## src/rtl/zxuno_regbus_ctrl.sv

```systemverilog
// ----------------------------------------------------------------------------
// zxuno_regbus_ctrl
//
// Decodes the two CPU I/O ports that give access to the ZX-Uno register
// file. Writing ADDR_PORT selects a register number. Accesses to DATA_PORT
// are passed to the register's owner through strobes: zxuno_regwr is a
// one-clock pulse and zxuno_regrd is a level. Reads of DATA_PORT return
// the bus of the highest-priority peripheral that enables its output.
//
// Ports
//   clk              system clock; every input is synchronous to it
//   rst_n            synchronous reset, active low
//   a                CPU address bus
//   iorq_n/rd_n/wr_n CPU strobes, active low
//   din              CPU write data
//   dout, oe_n       read data to the CPU; oe_n is low while dout drives the bus
//   zxuno_addr       currently selected register number
//   zxuno_regrd      high for the whole data-port read cycle
//   zxuno_regwr      one-clock pulse per data-port write
//   regaddr_changed  one-clock pulse per address-port write
//   periph_dout      four 8-bit peripheral read buses; source k is [8k+7:8k]
//   periph_oe_n      per-peripheral output enables, active low
// ----------------------------------------------------------------------------
module zxuno_regbus_ctrl #(
    parameter logic [15:0] ADDR_PORT = 16'hFC3B,
    parameter logic [15:0] DATA_PORT = 16'hFD3B
) (
    input  logic        clk,
    input  logic        rst_n,
    input  logic [15:0] a,
    input  logic        iorq_n,
    input  logic        rd_n,
    input  logic        wr_n,
    input  logic [7:0]  din,
    output logic [7:0]  dout,
    output logic        oe_n,
    output logic [7:0]  zxuno_addr,
    output logic        zxuno_regrd,
    output logic        zxuno_regwr,
    output logic        regaddr_changed,
    input  logic [31:0] periph_dout,
    input  logic [3:0]  periph_oe_n
);

    typedef enum logic [2:0] {
        IDLE     = 3'd0,
        ADDR_WR  = 3'd1,
        ADDR_RD  = 3'd2,
        DATA_WR  = 3'd3,
        DATA_RD  = 3'd4,
        WAIT_END = 3'd5
    } state_t;

    state_t     state_q, state_d;
    logic       armed_q, armed_d;
    logic [7:0] addr_q, addr_d;
    logic       regrd_q, regrd_d;
    logic       regwr_q, regwr_d;
    logic       addr_chg_q, addr_chg_d;

    logic rd_only;
    logic wr_only;
    logic hit_addr;
    logic hit_data;

    // A strobe pair with both rd_n and wr_n low is treated as noise.
    assign rd_only  = !rd_n && wr_n;
    assign wr_only  = !wr_n && rd_n;
    assign hit_addr = (a == ADDR_PORT);
    assign hit_data = (a == DATA_PORT);

    always_comb begin
        state_d    = state_q;
        addr_d     = addr_q;
        regwr_d    = 1'b0;
        addr_chg_d = 1'b0;
        // The armed flag ensures that a single CPU cycle is accepted only
        // once. It re-arms only after iorq_n has been seen high.
        armed_d    = armed_q | iorq_n;

        case (state_q)
            IDLE: begin
                if (armed_q && !iorq_n && (rd_only || wr_only)) begin
                    if (hit_addr) begin
                        armed_d = 1'b0;
                        if (wr_only) begin
                            state_d    = ADDR_WR;
                            addr_d     = din;
                            addr_chg_d = 1'b1;
                        end else begin
                            state_d = ADDR_RD;
                        end
                    end else if (hit_data) begin
                        armed_d = 1'b0;
                        if (wr_only) begin
                            state_d = DATA_WR;
                            regwr_d = 1'b1;
                        end else begin
                            state_d = DATA_RD;
                        end
                    end
                end
            end
            ADDR_WR, DATA_WR: state_d = WAIT_END;
            ADDR_RD, DATA_RD, WAIT_END: begin
                if (iorq_n) begin
                    state_d = IDLE;
                end
            end
            default: state_d = IDLE;
        endcase

        // The read strobe is registered so that it follows the state exactly.
        regrd_d = (state_d == DATA_RD);
    end

    always_ff @(posedge clk) begin
        if (!rst_n) begin
            state_q    <= IDLE;
            armed_q    <= 1'b0;
            addr_q     <= 8'h00;
            regrd_q    <= 1'b0;
            regwr_q    <= 1'b0;
            addr_chg_q <= 1'b0;
        end else begin
            state_q    <= state_d;
            armed_q    <= armed_d;
            addr_q     <= addr_d;
            regrd_q    <= regrd_d;
            regwr_q    <= regwr_d;
            addr_chg_q <= addr_chg_d;
        end
    end

    // The read mux is combinational so that a peripheral may change its
    // enable during a long read and still be seen on the next cycle.
    always_comb begin
        dout = 8'hFF;
        oe_n = 1'b1;
        if (state_q == ADDR_RD) begin
            oe_n = 1'b0;
            dout = addr_q;
        end else if (state_q == DATA_RD) begin
            oe_n = 1'b0;
            if (!periph_oe_n[0]) begin
                dout = periph_dout[7:0];
            end else if (!periph_oe_n[1]) begin
                dout = periph_dout[15:8];
            end else if (!periph_oe_n[2]) begin
                dout = periph_dout[23:16];
            end else if (!periph_oe_n[3]) begin
                dout = periph_dout[31:24];
            end
        end
    end

    assign zxuno_addr      = addr_q;
    assign zxuno_regrd     = regrd_q;
    assign zxuno_regwr     = regwr_q;
    assign regaddr_changed = addr_chg_q;

endmodule
```

## config.mk

```make
export PLATFORM = sky130hd
export DESIGN_NAME = zxuno_regbus_ctrl
export DESIGN_NICKNAME = d
export VERILOG_FILES = /design/src/rtl/zxuno_regbus_ctrl.sv
export SDC_FILE = /design/constraint.sdc
export NUM_CORES = 1
export LEC_CHECK = 0
export BUFFER_PORTS_ARGS = -buffer_cell sky130_fd_sc_hd__buf_4
export CAP_MARGIN = 20
export CORE_ASPECT_RATIO = 1.5
export CORE_MARGIN = 5
export CORE_UTILIZATION = 42
export CTS_CLUSTER_DIAMETER = 120
export DETAILED_ROUTE_END_ITERATION = 8
export PLACE_DENSITY = 0.86
export SYNTH_ARGS = -nofsm -noshare
export SYNTH_HDL_FRONTEND = slang
export SYNTH_SLANG_ARGS = --single-unit
```

## constraint.sdc

```tcl
create_clock -name clk -period 2.65 [get_ports clk]
set_input_delay 0.265 -clock clk [delete_from_list [all_inputs] [get_ports clk]]
set_output_delay 0.265 -clock clk [all_outputs]
set_load 0.01 [all_outputs]
```

Word-level counts from Yosys, hierarchy flattened
Index checks and enable logic that the tools add are counted.
- eq/ne operators: 8
- multiplexer cells: 20
- bitwise operators: 5
- reductions and logical operators: 14
- operators with widths (operator ; number):
    $mux W8 ; 6
    $eq A16 B16 Y1 const B ; 2
    $mux W3 ; 5
    $eq A3 B3 Y1 const B ; 3
    $pmux W3 S3 ; 1
    $reduce_and A4 Y1 ; 2
    $mux W1 ; 7
    $eq A3 B2 Y1 const B ; 2
    $reduce_or A5 Y1 ; 1
    $logic_and A1 B1 Y1 ; 4
    $not A1 Y1 ; 4
    $eq A3 B1 Y1 const B ; 1
    $logic_not A1 Y1 ; 3
    $logic_not A3 Y1 ; 1
    $reduce_or A3 Y1 ; 1
    $mux W2 ; 1
    $reduce_or A2 Y1 ; 1
    $logic_or A1 B1 Y1 ; 1
    $or A1 B1 Y1 ; 1
- bits in registers: 15
- word-level logic and storage cells: 53

Logic depth before layout (Yosys ltp)
Gate-level depths: netlist (run 1).
- word-level depth: 8
- mapped depth: 7
- depth with buffers taken out: 6

Least setup slack after synthesis (run 1)
No wires, ideal clock.
- kind: input-to-reg
- start point: input port wr_n
- end point: register addr_q[0], in the netlist zxuno_addr[0]
- setup time: 0.119 ns
- arrival time: 1.393 ns
- setup slack: 1.138 ns
- stages on the path: 7
- path buffers: 1
- cells stage by stage: inv_1 > ha_1 > nand4bb_1 > nor4_2 > nand4b_1 > buf_6 > mux2i_1
- cells in the longest elaborated chain, start to end: 5
- elaborated cells on any way between the ends: 6
- those cells by class: reduce/logical: 6
- RTL lines (element ; line ; text):
    start, declared ; 33 ; input logic wr_n,
    $logic_not A1 Y1 ; 68 ; assign wr_only = !wr_n && rd_n;
    $logic_and A1 B1 Y1 ; 68 ;
    $logic_or A1 B1 Y1 ; 83 ; if (armed_q && !iorq_n && (rd_only || wr_only)) begin
    $logic_and A1 B1 Y1 ; 83 ;
    $reduce_and A4 Y1 (no line) * ; -- ;
    end signal, assigned ; 128 ; addr_q <= addr_d;
    end, declared ; 56 ; logic [7:0] addr_q, addr_d;
Every way passes the cells marked *; elsewhere a longest branch is shown, timed or not.
A chain may end at the register's enable or synchronous reset.

Worst setup path after layout (run 1)
- start point: register state_q[1]
- end point: output port dout[1]
- cells in the longest elaborated chain, start to end: 3
- elaborated cells on any way between the ends: 4
- those cells by class: eq/ne: 2; mux: 2
- RTL lines (element ; line ; text):
    start, declared ; 54 ; state_t state_q, state_d;
    start signal, assigned ; 126 ; state_q <= state_d;
    $eq A3 B3 Y1 ; 143 ; end else if (state_q == DATA_RD) begin
    $mux W8 ; 143 ;
    $mux W8 * ; 140 ; if (state_q == ADDR_RD) begin
    end, declared ; 35 ; output logic [7:0] dout,
Marked as above.

==> results of run 1 <==
-- registers in the layout, summed over array words and instances (netlist names) --
register,cells
zxuno_regrd,1
zxuno_addr,8
regaddr_changed,1
armed_q,1
zxuno_regwr,1
state_q,3
-- through the flow --
| stage | utilization | worst slack, ns | instances |
|---|---|---|---|
| 2_1_floorplan | - | 1.14 | 125 |
| 3_3_place_gp | 0.690 | 0.674 | 225 |
| 3_5_place_dp | 0.690 | 0.543 | 225 |
| 4_1_cts | 0.700 | 0.702 | 229 |
| 5_1_grt | 0.700 | 0.592 | 229 |
| 6_report | 0.700 | 0.690 | 229 |
-- tightest hold or removal path, delay by kind of cell --
kind | cells | cell delay, ns
multiplexers | 1 | 0.05
buffers and inverters | 1 | 0.11
AND/OR/NAND/NOR | 1 | 0.05
-- area by class of cell --
type / instances / area (µm²) / area share
Multi-Input combinational cell: 101 / 706 / 0.416
Timing Repair Buffer: 84 / 631 / 0.372
Sequential cell: 15 / 300 / 0.177
Tap cell: 24 / 30.0 / 0.0177
Clock buffer: 4 / 26.3 / 0.0155
Inverter: 1 / 3.75 / 0.00221
-- power by group --
group	internal (µW)	switching, µW	leakage (µW)	total, µW
combinational	78.5	41.2	0.000658	120
sequential	226	1.18	0.000121	227
clock	58.2	63.0	0.0000150	121
total	363	105	0.000794	468
-- cell usage after synthesis --
library cell,count,area [µm²]
dfxtp_1,15,300
a21oi_1,4,20.0
buf_2,1,5.00
nor4_2,1,12.5
o22ai_1,8,50.1
nand2_1,18,67.6
or2_0,1,6.26
nand4bb_1,4,45.0
dlygate4sd1_1,2,17.5
nor4_4,1,21.3
nand4b_1,4,35.0
o221ai_1,7,61.3
nand3b_1,1,7.51
clkbuf_1,4,15.0
nor2_1,6,22.5
nand3_1,3,15.0
a32o_1,1,10.0
nand2b_1,9,56.3
and3_1,1,6.26
xnor2_1,1,8.76
nor2b_1,2,12.5
nor3b_1,1,7.51
ha_1,1,12.5
and4bb_2,1,12.5
a211oi_1,1,7.51
mux2i_1,10,100
or2_4,1,8.76
or3b_1,1,8.76
inv_1,1,3.75
xor2_1,1,8.76
and4_1,2,17.5
and4b_1,1,10.0
o21ai_0,2,10.0
a31oi_1,7,43.8
buf_6,1,11.3
-- kinds of logic (layout without fill, tap and decap cells) --
group | Yosys count | count (layout) | share of synthesized area
xor+xnor | 2 | 2 | 0.0166
simple gates | 58 | 58 | 0.352
mux | 10 | 10 | 0.0946
buf+inv | 9 | 89 | 0.0496
compound gates | 30 | 30 | 0.191
fa+ha+maj | 1 | 1 | 0.0118
flops | 15 | 15 | 0.284
-- worst paths after layout --
kind,start,endpoint
setup / recovery,state_q[1]$_SDFF_PN0_,dout[1]
hold / removal,din[3],zxuno_addr[3]$_SDFFE_PN0P_
hold reg to reg,zxuno_addr[3]$_SDFFE_PN0P_,zxuno_addr[3]$_SDFFE_PN0P_
setup reg to reg,state_q[1]$_SDFF_PN0_,zxuno_addr[0]$_SDFFE_PN0P_
-- per-layer routing --
layer  routed length [µm]  GRT usage  part of all wire
met1                 1220      0.199              0.33
met2                 1870      0.359              0.50
met3                  605     0.0936              0.16
met4                   27     0.0568            0.0072
met5                    0          0                 0
-- cell usage in the layout (no fill, tap or decap), types with 6 or more instances in the layout --
| master | netlist | final |
|---|---|---|
| a31oi_1 | 7 | 7 |
| buf_4 | 0 | 84 |
| dfxtp_1 | 15 | 15 |
| mux2i_1 | 10 | 10 |
| nand2_1 | 18 | 18 |
| nand2b_1 | 9 | 9 |
| nor2_1 | 6 | 6 |
| o221ai_1 | 7 | 7 |
| o22ai_1 | 8 | 8 |
==> impl_metrics.ini, run 1 <==
[clock_network]
postCtsSetupRepairBufs = 0
htree_levels = 1
insertion_delay_ns = 0.27
numCtsBuffers = 3
cts_root_buf = clkbuf_4
cts_sinks = 15
ctsHoldBuffers = 0
clk_pin_slew_ns = 0.08
cts_tree = yes
cts_resized = 0
clock_tree.buffer_depth = 2

[timing]
setup_viol = 0
hold_ws_ns = 0.246
min_period_ns = 1.96
slew-limit-headroom = 0.621
fin_worst_skew_ns = 0.00136
max_freq_ghz = 0.510
tns_ns = 0
rsz0062_at_grt = no
worst_pin_slew_ns = 0.565
post-route-period-util = 0.740
hold_violations = 0
slew_violations = 0

[critical_path]
critPathMaxStageDelay_ns = 0.53
slowest_stage = or3b_1
end_kind = primary output
r2r_cells = 4
arrival_ns = 1.70
start_kind = flop
reg2reg_slack_ns = 0.82
path_depth = 4
path_class = reg2out
path_buf_inv = 1
crit_required_ns = 2.38
path_cells = or3b_1, o22ai_1, a31oi_1, buf_4
critPathTopFamily = simple AND/OR/NAND/NOR gates
worstPathMaxFanout = 9

[global_route]
grt_max_degree = 21
track_usage = 0.200
gr-total-overflow = 0
grt_pass1_vias = 1332
grt_antenna_before_repair = 0
grt_pass1_wl_mm = 5.91

[final_layout]
fillers = 200
syn_to_final_growth_pct = 60.3
nets = 272
fin_area_um2 = 1700
antenna_cells = 0
drive_gt1_frac = 0.444

[route]
drt_iter0_drc = 33
drc = 0
dr.pass1.iters = 6
detail-route-antenna-nets = 0
vias = 1319
vias_per_cell = 5.76
wl_mm = 3.73
detail_route.wl_per_cell_um = 16.3

[logic_synthesis]
yosysUniqueCellTypes = 35
synth_fp_nets = 191
avgSynthCellArea_um2 = 8.47
yosys_warnings = 0
synth.yosys.seq_area_share = 0.284
syn-cell-area_um2 = 1060
ys_seq_elements = 15
synth_cells = 125

[run_status]
run_status = finished, final reports clean

[hold_path]
min_path_type = in2reg
holdPathStages = 3

[floorplanning]
coreArea_um2 = 2420
fp.dieArea_um2 = 3650
dieWidth_um = 51.0
die_height_um = 71.5
rows = 22
start_util = 0.437
ios = 85

[power]
total_power_uw = 468
leakagePower_uw = 0.000794
vdd_drop_max_uv = 244
power_density_nw_per_um2 = 276

[place]
hpwl_mm = 3.21
place_area_um2 = 1670
gp_congestion = 0.913
io_buffer_count = 84

[job]
cap_violations = 0
Power figures use the tool's default switching activity.
==> inputs of run 2 (changes only) <==
--- a/config.mk
+++ b/config.mk
@@ -9,10 +9,10 @@
 export CAP_MARGIN = 20
 export CORE_ASPECT_RATIO = 1.5
 export CORE_MARGIN = 5
-export CORE_UTILIZATION = 42
+export CORE_UTILIZATION = 39
 export CTS_CLUSTER_DIAMETER = 120
 export DETAILED_ROUTE_END_ITERATION = 8
-export PLACE_DENSITY = 0.86
+export PLACE_DENSITY = 0.81
 export SYNTH_ARGS = -nofsm -noshare
 export SYNTH_HDL_FRONTEND = slang
 export SYNTH_SLANG_ARGS = --single-unit
==> constraint.sdc (replaced) <==
create_clock -name clk -period 2 [get_ports clk]
set_input_delay 0.2 -clock clk [delete_from_list [all_inputs] [get_ports clk]]
set_output_delay 0.2 -clock clk [all_outputs]
set_load 0.01 [all_outputs]
==> run 2 against run 1 <==
First-iteration DRC count fell by 36%; critical path type unchanged; via count fell by 1.7%; sequential cell count did not move; worst hold slack got worse by 0.039 ns; utilization fell by 4.3 points; critical endpoint is now dout[4]; total power rose by 49%; clock power rose by 97%; critical path depth did not move; die area rose by 6.4%; sequential share of layout area fell by 0.45 points; largest power group unchanged; global-route usage fell by 0.78 points.
==> impl_metrics.ini, run 2 (synthesis results as in run 1) <==
[clock_network]
ctsHoldBuffers = 0
numCtsBuffers = 3
cts_resized = 0
clock_tree.buffer_depth = 2
cts_tree = yes
htree_levels = 1
insertion_delay_ns = 0.25
cts_root_buf = clkbuf_8
postCtsSetupRepairBufs = 0
clk_pin_slew_ns = 0.06
cts_sinks = 15

[timing]
max_freq_ghz = 0.537
post-route-period-util = 0.931
setup_viol = 0
slew_violations = 0
rsz0062_at_grt = no
slew-limit-headroom = 0.792
hold_violations = 0
fin_worst_skew_ns = 0.00327
worst_pin_slew_ns = 0.311
tns_ns = 0
min_period_ns = 1.86

[critical_path]
r2r-start = state_q[1]$_SDFF_PN0_
path_class = reg2out
crit_start = state_q[1]$_SDFF_PN0_
arrival_ns = 1.66
r2r_cells = 5
critical_path.endpoint = dout[4]
r2r-end = zxuno_addr[4]$_SDFFE_PN0P_
reg2reg_slack_ns = 0.49
crit_required_ns = 1.80
start_kind = flop
worstPathMaxFanout = 9
end_kind = primary output

[final_layout]
antenna_cells = 0
largest_reg_flops = 8
nets = 273
final_common_cell = buf_4
drive_gt1_frac = 0.451
mostFrequentLayoutCells = 85 x buf_4, 18 x nand2_1, 15 x dfxtp_1, 10 x mux2i_1, 9 x nand2b_1
fillers = 247
syn_to_final_growth_pct = 64.4

[global_route]
grt_pass1_wl_mm = 5.75
globalRoute.busiestLayer = met2
track_usage = 0.192
grt_pass1_vias = 1383
met2_usage = 0.372
gr-total-overflow = 0
use_met1 = 0.178
grt_antenna_before_repair = 0
grt_max_degree = 21
use_met3 = 0.0588

[place]
gp_congestion = 0.798
io_buffer_count = 84
hpwl_mm = 3.16

[route]
detail-route-antenna-nets = 0
drt_iter0_drc = 21
vias_per_cell = 5.34
drc = 0
wl_mm = 3.66
dr.pass1.iters = 4
vias = 1297
detail_route.wl_per_cell_um = 15.0

[power]
total_power_uw = 697
power_density_nw_per_um2 = 401
vdd_drop_max_uv = 362
leakagePower_uw = 0.000809

[hold_path]
min_path_type = in2reg

[floorplanning]
ios = 85
rows = 23
start_util = 0.400
die_height_um = 73.8
coreArea_um2 = 2650
dieWidth_um = 52.5
fp.dieArea_um2 = 3880

[job]
cap_violations = 0

[run_status]
run_status = finished, final reports clean
-- run 2: changes by cell type in the layout (fill, tap and decap cells not counted) --
cell | before | now
clkbuf_1 | 1 | 0
clkbuf_8 | 0 | 3
clkbuf_4 | 3 | 0
buf_4 | 84 | 85
clkinv_2 | 0 | 1
-- run 2: how the worst min path moves through the flow --
stage / start / end / slack (ns) / cells past startpoint
6_report: din[5] / zxuno_addr[5]$_SDFFE_PN0P_ / 0.21 / 3
5_1_grt: din[5] / zxuno_addr[5]$_SDFFE_PN0P_ / 0.20 / 3
4_1_cts: din[7] / zxuno_addr[7]$_SDFFE_PN0P_ / 0.20 / 3
3_5_place_dp: din[7] / zxuno_addr[7]$_SDFFE_PN0P_ / 0.47 / 3
3_3_place_gp: din[4] / zxuno_addr[4]$_SDFFE_PN0P_ / 0.45 / 3
2_1_floorplan: din[0] / zxuno_addr[0]$_SDFFE_PN0P_ / 0.34 / 2
-- run 2: routing by layer --
| metal | vias to the layer above | routed length, µm |
|---|---|---|
| met5 | - | 0 |
| met4 | 0 | 46 |
| met3 | 6 | 484 |
| met2 | 84 | 1850 |
| met1 | 569 | 1280 |
| li1 | 638 | - |
-- run 2: metrics by stage --
| step | util | setup WS [ns] | instance area (µm²) | hold slack, ns | cells |
|---|---|---|---|---|---|
| 3_3_place_gp | 0.640 | 0.395 | 1690 | 0.453 | 239 |
| 3_5_place_dp | 0.640 | 0.310 | 1690 | 0.470 | 239 |
| 5_1_grt | 0.657 | 0.0502 | 1740 | 0.199 | 243 |
| 2_1_floorplan | - | 0.553 | 1060 | 0.339 | 125 |
| 4_1_cts | 0.657 | 0.138 | 1740 | 0.203 | 243 |
| 6_report | 0.657 | 0.137 | 1740 | 0.207 | 243 |
-- run 2: final cells by class --
| cell class | count | area [µm²] | area share |
|---|---|---|---|
| well taps | 37 | 46.3 | 0.0266 |
| multi-input cells | 101 | 706 | 0.405 |
| flip-flops and latches | 15 | 300 | 0.173 |
| clock buffers | 3 | 41.3 | 0.0237 |
| clock inverters | 1 | 5.00 | 0.00288 |
| inverters | 1 | 3.75 | 0.00216 |
| repair buffers | 85 | 638 | 0.367 |
-- run 2: power breakdown --
| group | internal, µW | switching (µW) |
|---|---|---|
| Combinational | 104 | 53.9 |
| Clock | 138 | 100 |
| Sequential | 300 | 1.38 |
| Total | 542 | 155 |
-- run 2: worst max-delay path: stages, from the launching register on --
cell and delay (ns):
dfxtp_1 0.44, or3b_1 0.53, o22ai_1 0.21, a31oi_1 0.07
buf_4 0.17
